--- src/rtl/serial_shift_tx_pkg.sv ---
// Shared definitions for the serial link: FSM state encodings, line levels, width helper.
// Latency: n/a (types and constants only).
// Backpressure: n/a.
package serial_shift_tx_pkg;

  // Frame FSM encodings; receive-side blocks decode the same values.
  typedef enum logic [2:0] {
    ST_IDLE   = 3'd0,
    ST_START  = 3'd1,
    ST_DATA   = 3'd2,
    ST_PARITY = 3'd3,
    ST_STOP   = 3'd4
  } state_t;

  // Line levels: the link idles at mark, the start bit is a space.
  localparam logic MARK  = 1'b1;
  localparam logic SPACE = 1'b0;

  // Counter width for a modulo-n count, never narrower than one bit.
  function automatic int cnt_width(input int n);
    return (n > 1) ? $clog2(n) : 1;
  endfunction

endpackage

--- src/rtl/serial_bit_timer.sv ---
// Bit-period timer: counts 0..DIV-1 while enabled, tick on the last count of each bit period.
// Latency: tick is combinational from the count register; count wraps on the clock after tick.
// Backpressure: none; clr holds the count at zero.
module serial_bit_timer
  import serial_shift_tx_pkg::*;
#(
  parameter int DIV = 4
) (
  input  logic clk,
  input  logic rst,
  input  logic en,
  input  logic clr,
  output logic tick
);

  localparam int CW = cnt_width(DIV);
  localparam logic [CW-1:0] LAST = CW'(DIV - 1);

  logic [CW-1:0] cnt;

  // Modulo-DIV count; for DIV=1 the count stays at zero and tick is permanently high.
  always_ff @(posedge clk or posedge rst) begin
    if (rst) begin
      cnt <= '0;
    end else if (clr) begin
      cnt <= '0;
    end else if (en) begin
      cnt <= (cnt == LAST) ? '0 : cnt + CW'(1);
    end
  end

  assign tick = (cnt == LAST);

endmodule

--- src/rtl/serial_shift_tx.sv ---
// Parallel-in serial-out transmitter: start bit, WIDTH data bits LSB-first, optional parity, stop bit.
// Latency: word captured at edge N drives the start bit from edge N+1; frame is (WIDTH+2[+1])*DIV clocks.
// Backpressure: ready only in IDLE or on the last clock of STOP; valid while !ready is ignored.
// Build option SERIAL_SHIFT_TX_PARITY_EN inserts an even-parity bit between data and stop.
module serial_shift_tx
  import serial_shift_tx_pkg::*;
#(
  parameter int WIDTH = 8,
  parameter int DIV   = 4
) (
  input  logic             clk,
  input  logic             rst,
  input  logic [WIDTH-1:0] d,
  input  logic             valid,
  output logic             ready,
  output logic             busy,
  output logic             sout
);

  localparam int BW = cnt_width(WIDTH);
  localparam logic [BW-1:0] LAST_BIT = BW'(WIDTH - 1);

  state_t           state;
  state_t           state_nxt;
  logic             tick;
  logic             fire;
  logic [WIDTH-1:0] shreg;
  logic [BW-1:0]    bitcnt;
`ifdef SERIAL_SHIFT_TX_PARITY_EN
  logic             par;
`endif

  // Divider runs only while a frame is in flight and sits at zero in IDLE.
  serial_bit_timer #(.DIV(DIV)) u_timer (
    .clk  (clk),
    .rst  (rst),
    .en   (state != ST_IDLE),
    .clr  (state == ST_IDLE),
    .tick (tick)
  );

  // Accepting on STOP's final clock lets frames run back to back with no idle gap.
  assign ready = (state == ST_IDLE) || ((state == ST_STOP) && tick);
  assign fire  = valid && ready;
  assign busy  = (state != ST_IDLE);

  // State register; async reset aborts any frame and returns the line to mark at once.
  always_ff @(posedge clk or posedge rst) begin
    if (rst) state <= ST_IDLE;
    else     state <= state_nxt;
  end

  // Next-state sequencing and the line level for the current state.
  always_comb begin
    state_nxt = state;
    sout      = MARK;
    case (state)
      ST_IDLE: begin
        sout = MARK;
        if (fire) state_nxt = ST_START;
      end
      ST_START: begin
        sout = SPACE;
        if (tick) state_nxt = ST_DATA;
      end
      ST_DATA: begin
        sout = shreg[0];
        if (tick && (bitcnt == LAST_BIT)) begin
`ifdef SERIAL_SHIFT_TX_PARITY_EN
          state_nxt = ST_PARITY;
`else
          state_nxt = ST_STOP;
`endif
        end
      end
`ifdef SERIAL_SHIFT_TX_PARITY_EN
      ST_PARITY: begin
        sout = par;
        if (tick) state_nxt = ST_STOP;
      end
`endif
      ST_STOP: begin
        sout = MARK;
        if (tick) state_nxt = fire ? ST_START : ST_IDLE;
      end
      default: begin
        sout      = MARK;
        state_nxt = ST_IDLE;
      end
    endcase
  end

  // Word capture and LSB-first shifting; d is only sampled on an accepted handshake.
  always_ff @(posedge clk or posedge rst) begin
    if (rst) begin
      shreg  <= '0;
      bitcnt <= '0;
    end else if (fire) begin
      shreg  <= d;
      bitcnt <= '0;
    end else if ((state == ST_DATA) && tick) begin
      shreg  <= shreg >> 1;
      bitcnt <= (bitcnt == LAST_BIT) ? '0 : bitcnt + BW'(1);
    end
  end

`ifdef SERIAL_SHIFT_TX_PARITY_EN
  // Parity comes from the word as captured, since the shift register is consumed by DATA.
  always_ff @(posedge clk or posedge rst) begin
    if (rst)       par <= 1'b0;
    else if (fire) par <= ^d;
  end
`endif

endmodule

--- config.mk ---
export PLATFORM = sky130hd
export DESIGN_NAME = serial_shift_tx
export DESIGN_NICKNAME = d
export VERILOG_FILES = /design/src/rtl/serial_shift_tx_pkg.sv /design/src/rtl/serial_bit_timer.sv /design/src/rtl/serial_shift_tx.sv
export SDC_FILE = /design/constraint.sdc
export NUM_CORES = 1
export LEC_CHECK = 0
export BUFFER_PORTS_ARGS = -buffer_cell sky130_fd_sc_hd__buf_2
export CORE_MARGIN = 2
export CORE_UTILIZATION = 47
export DETAILED_ROUTE_END_ITERATION = 10
export PLACE_DENSITY = 0.81
export SYNTH_ARGS = -nofsm -noshare
export SYNTH_HDL_FRONTEND = slang
export SYNTH_SLANG_ARGS = --single-unit
--- constraint.sdc ---
create_clock -name clk -period 1.6 [get_ports clk]
set_clock_uncertainty 0.05 [all_clocks]
set_input_delay 0.16 -clock clk [delete_from_list [all_inputs] [get_ports clk]]
set_output_delay 0.16 -clock clk [all_outputs]
set_load 0.005 [all_outputs]
# Yosys cells after proc, flatten, opt, wreduce, memory -nomap -nowiden
# Index checks and enable logic that the tools add are counted.
[word_totals]
register_bits = 16
inputBits = 11
out_inout_bits = 3
[classes]
addsub = 2
eq_ne = 9
muxes = 15
n_reduce_logical = 10
[op_table]
columns = ["cell", "count"]
rows = [
  ["$mux W3", 7],
  ["$mux W8", 2],
  ["$pmux W3 S4", 1],
  ["$ne A2 B2 Y1 const B", 4],
  ["$eq A3 B3 Y1 const B", 2],
  ["$mux W2", 3],
  ["$logic_and A1 B1 Y1", 4],
  ["$reduce_and A4 Y1", 1],
  ["$reduce_bool A2 Y1", 2],
  ["$add A3 B1 Y3 const B", 1],
  ["$eq A3 B1 Y1 const B", 1],
  ["$eq A3 B2 Y1 const B", 1],
  ["$logic_not A3 Y1", 1],
  ["$reduce_bool A3 Y1", 1],
  ["$add A2 B1 Y2 const B", 1],
  ["$eq A2 B2 Y1 const B", 1],
  ["$pmux W1 S2", 1],
  ["$logic_or A1 B1 Y1", 1],
  ["$mux W1", 1],
]

# Logic depth before layout (Yosys ltp)
[depth]
word_depth = 7
depth_mapped = 5
mapped_depth_nobuf = 5

# Modules after synthesis
# From an unflattened synthesis, not the netlist that was laid out.
[unflattened]
hier_cells = 75
area_unflattened_um2 = 848.3
[modules_own_cells]
columns = ["mod", "n_inst", "cells_each", "area_per_inst_um2", "seq_area_each_um2"]
rows = [
  ["serial_shift_tx", 1, 66, 744.5, 350.3],
  ["serial_bit_timer", 1, 9, 103.8, 50.0],
]

# Least setup slack after synthesis
# Ideal clock, no wire load.
[synth_path]
kind = "register to register"
start = "reg u_timer.cnt[0]"
end = "reg shreg[0]"
arrival_time_ns = 1.453
required_ns = 1.424
path_slack_ns = -0.029
stages_incl_launch_ff = 6
cell_sequence = "dfrtp_1 ha_1 nand2b_1 and3_1 buf_2 a221o_1"
[synth_between]
elab_chain_len = 5
word_cells_on_any_way = 7
cone_classes = "eq/ne (1); mux (1); reduce/logical (5)"
[synth_rtl]
columns = ["item", "line", "rtl"]
rows = [
  ["start, declared", "serial_bit_timer.sv:19", "logic [CW-1:0] cnt;"],
  ["start signal, assigned", "serial_bit_timer.sv:28", "cnt <= (cnt == LAST) ? '0 : cnt + CW'(1);"],
  ["$eq A2 B2 Y1 (*)", "serial_bit_timer.sv:32", "assign tick = (cnt == LAST);"],
  ["$logic_and A1 B1 Y1", "serial_shift_tx.sv:43", "assign ready = (state == ST_IDLE) || ((state == ST_STOP) && tick);"],
  ["$logic_or A1 B1 Y1", "serial_shift_tx.sv:43", ""],
  ["$logic_and A1 B1 Y1", "serial_shift_tx.sv:44", "assign fire = valid && ready;"],
  ["$mux W8 / $reduce_bool A2 Y1 (equally long branches)", "-", ""],
  ["end signal, assigned", "serial_shift_tx.sv:102", "shreg <= shreg >> 1;"],
  ["end, declared", "serial_shift_tx.sv:27", "logic [WIDTH-1:0] shreg;"],
]
# Mark *: on every way between the ends. The rest lies on a longest branch, timed or not.
# A chain may end at the register's enable or synchronous reset.

# Worst setup path in the final report
[layout_path]
start = "reg u_timer.cnt[0]"
end = "reg shreg[6]"
# The elaborated chain is that of the path after synthesis.

==> impl_metrics.ini <==
[placed_design]
io_buffers = 13
placed_area_um2 = 938
hpwl_mm = 1.14
globalplace.congestion = 0.760

[timing]
worst_pin_slew_ps = 597
fin_crit_sh_pct = 98.2
finalHoldViolCount = 0
timing.fmax_mhz = 636
fin_crit_ps = 1570
maxSlewViolCount = 0
finalSetupViolations = 0
rsz0062_at_grt = true
tns_ps = 0
slew_headroom_pct = 60.1

[cells_and_area]
area_growth_syn_to_layout_pct = 28.8
most-common-layout-cells = dfrtp_1, buf_2, and2_1, buf_4, a221o_1
layout_commonest_cell = dfrtp_1
fin_nets = 110
final_area_mm2 = 0.00103
antenna_cells = 0
drive_above_1_share_pct = 38.9

[clock_tree]
clk_latency_ps = 290
root_buffer = clkbuf_4
cts_buffers = 3
clockBufferDepth = 2
cts_tree = done
cts-htree-levels = 1
clk_pin_slew_worst_paths_ps = 90
cts.sinks = 16

[power_and_ir_drop]
ir_drop_mv = 0.807
swShare_pct = 31.6
combPwrFrac_pct = 41.3
switching_power_uw = 508
p_clk_share_pct = 16.5
power_density_mw_per_mm2 = 1550
p_int_mw = 1.10
seqPwrFrac_pct = 42.1
p_leak_nw = 0.479

[yosys]
yosysUniqueCellTypes = 27
synth-edff-count = 0
syn_area_um2 = 803
yosysSeqAreaShare_pct = 49.8
yosys.area.top_type = dfrtp_1
syn_avg_cell_area_um2 = 11.2
synth-main-ff-cell = dfrtp_1
yosys.area.top_type_share_pct = 49.8
ys_seq_elements = 16
synth.area.top_cells = dfrtp_1, a221o_1, and2_1, ha_1, nand2b_1
synth_cells = 72
syn-num-nets = 86
async_reset_ff_share_pct = 100
ys_warn_count = 0

[setup_path]
worstSetupPathType = reg -> reg
critPathArrivalTime_ps = 1700
endpoint_kind = register
cp_max_fo = 4
cp_data_required_time_ps = 1730
rr_worst_depth = 4
start_kind = register

[global_route]
met1_usage_pct = 26.1
met3_usage_pct = 2.40
grt_use_met2_pct = 29.7
grt_overflow = 0
grt_pass1_vias = 637
grt_usage_pct = 19.2
grt_pass1_wl_mm = 2.78
grt_max_degree = 17
antenna_found_initial = 0
gr-max-usage-layer = met2

[status]
status = finished clean

[die]
rows = 14
die_w_um = 45.3
dieArea_mm2 = 0.00206
io_pins = 14
die_h_um = 45.3
core_mm2 = 0.00156
start_util_pct = 51.5

[routing]
detail_route.first_pass.iterations = 4
drtIter0Drc = 13
avgRoutedWirePerCell_um = 14.6
drc_errors = 0
via_per_inst = 5.76
postRouteAntennaNets = 0
num_vias = 639
wl_mm = 1.62

[worst_hold_path]
holdPathStages = 2
hp-class = in -> reg

[run]
cap_violations = 0
[cell usage after synthesis, types with 2 or more instances]
master / n
dfrtp_1: 16
and2_1: 7
a221o_1: 6
nand2_1: 4
nand2b_1: 4
buf_2: 3
ha_1: 3
nor2_1: 3
a21oi_1: 2
inv_1: 2
mux2_2: 2
nor2b_1: 2
nor3_1: 2
nor3b_1: 2
o21ai_0: 2
[logic make-up (layout without fill, tap and decap cells)]
group | Yosys count | after routing | synth area share, %
AO/OA/AOI/OAI | 15 | 15 | 15.7
multiplexers | 3 | 3 | 4.21
adder cells (fa/ha/maj) | 3 | 3 | 4.67
flip-flops | 16 | 16 | 49.8
AND/OR/NAND/NOR | 29 | 29 | 21.8
buffers and inverters | 6 | 29 | 3.74
[path summary, 6_finish.rpt]
check / from / to / slack (ps)
max in group asynchronous: rst / state[2] / 660
hold reg to reg: u_timer.cnt[0] / u_timer.cnt[0] / 450
min in group asynchronous: rst / state[0] / 420
setup / recovery: u_timer.cnt[0] / shreg[6] / 30
hold / removal: d[4] / shreg[4] / 50
setup reg to reg: u_timer.cnt[0] / shreg[6] / 30
[flip-flops by register name (all words and copies together) (netlist names)]
register,cells
bitcnt,3
shreg,8
state,3
u_timer.cnt,2
[cell type report]
cell class / count / area (µm²)
well taps: 16 / 20.0
clock buffers: 4 / 36.3
inverters: 2 / 7.51
repair buffers: 23 / 159
multi-input cells: 50 / 410
flip-flops and latches: 16 / 402
fillers: 128 / 524
[routing by layer]
layer  vias to the layer above  routed length [µm]  share of wire (%)
li1                        307                   -                  -
met1                       309                 789                 49
met2                        18                 745                 46
met3                         5                  51                3.1
met4                         0                  35                2.2
met5                         -                   0                  0
[per-stage QoR]
step | instances | setup WS [ps] | util (%) | hold WS [ps] | total power, mW
floorplan | 72 | 18.0 | - | 23.7 | 1.04
global route | 111 | -24.9 | 66.4 | 54.1 | 1.73
global placement | 104 | 30.4 | 60.2 | 200 | 1.22
finish | 111 | 28.5 | 66.4 | 45.1 | 1.61
detailed placement | 104 | -6.39 | 60.2 | 200 | 1.24
CTS | 109 | 6.12 | 64.5 | 43.7 | 1.56
[critical path: stages (launching register included)]
cell      delay (ps)
dfrtp_1          400
ha_4             160
and4bb_4         290
mux2_4           310
mux2_2           250
[power by group through the flow]
stage | Clock (mW) | Combinational [mW] | Sequential, mW
after floorplan | 0 | 0.425 | 0.613
after global placement | 0 | 0.561 | 0.661
after detailed placement | 0 | 0.578 | 0.666
after CTS | 0.272 | 0.611 | 0.673
after global routing | 0.287 | 0.747 | 0.696
final | 0.266 | 0.665 | 0.678
[timing repair]
action	CTS	global route
endpoints found under the hold margin	16	0
hold buffers	1	0
pin swaps	1	1
gates resized for setup	5	4
setup buffers	0	2
endpoints found under the setup margin	9	9
Power figures use the tool's default switching activity.
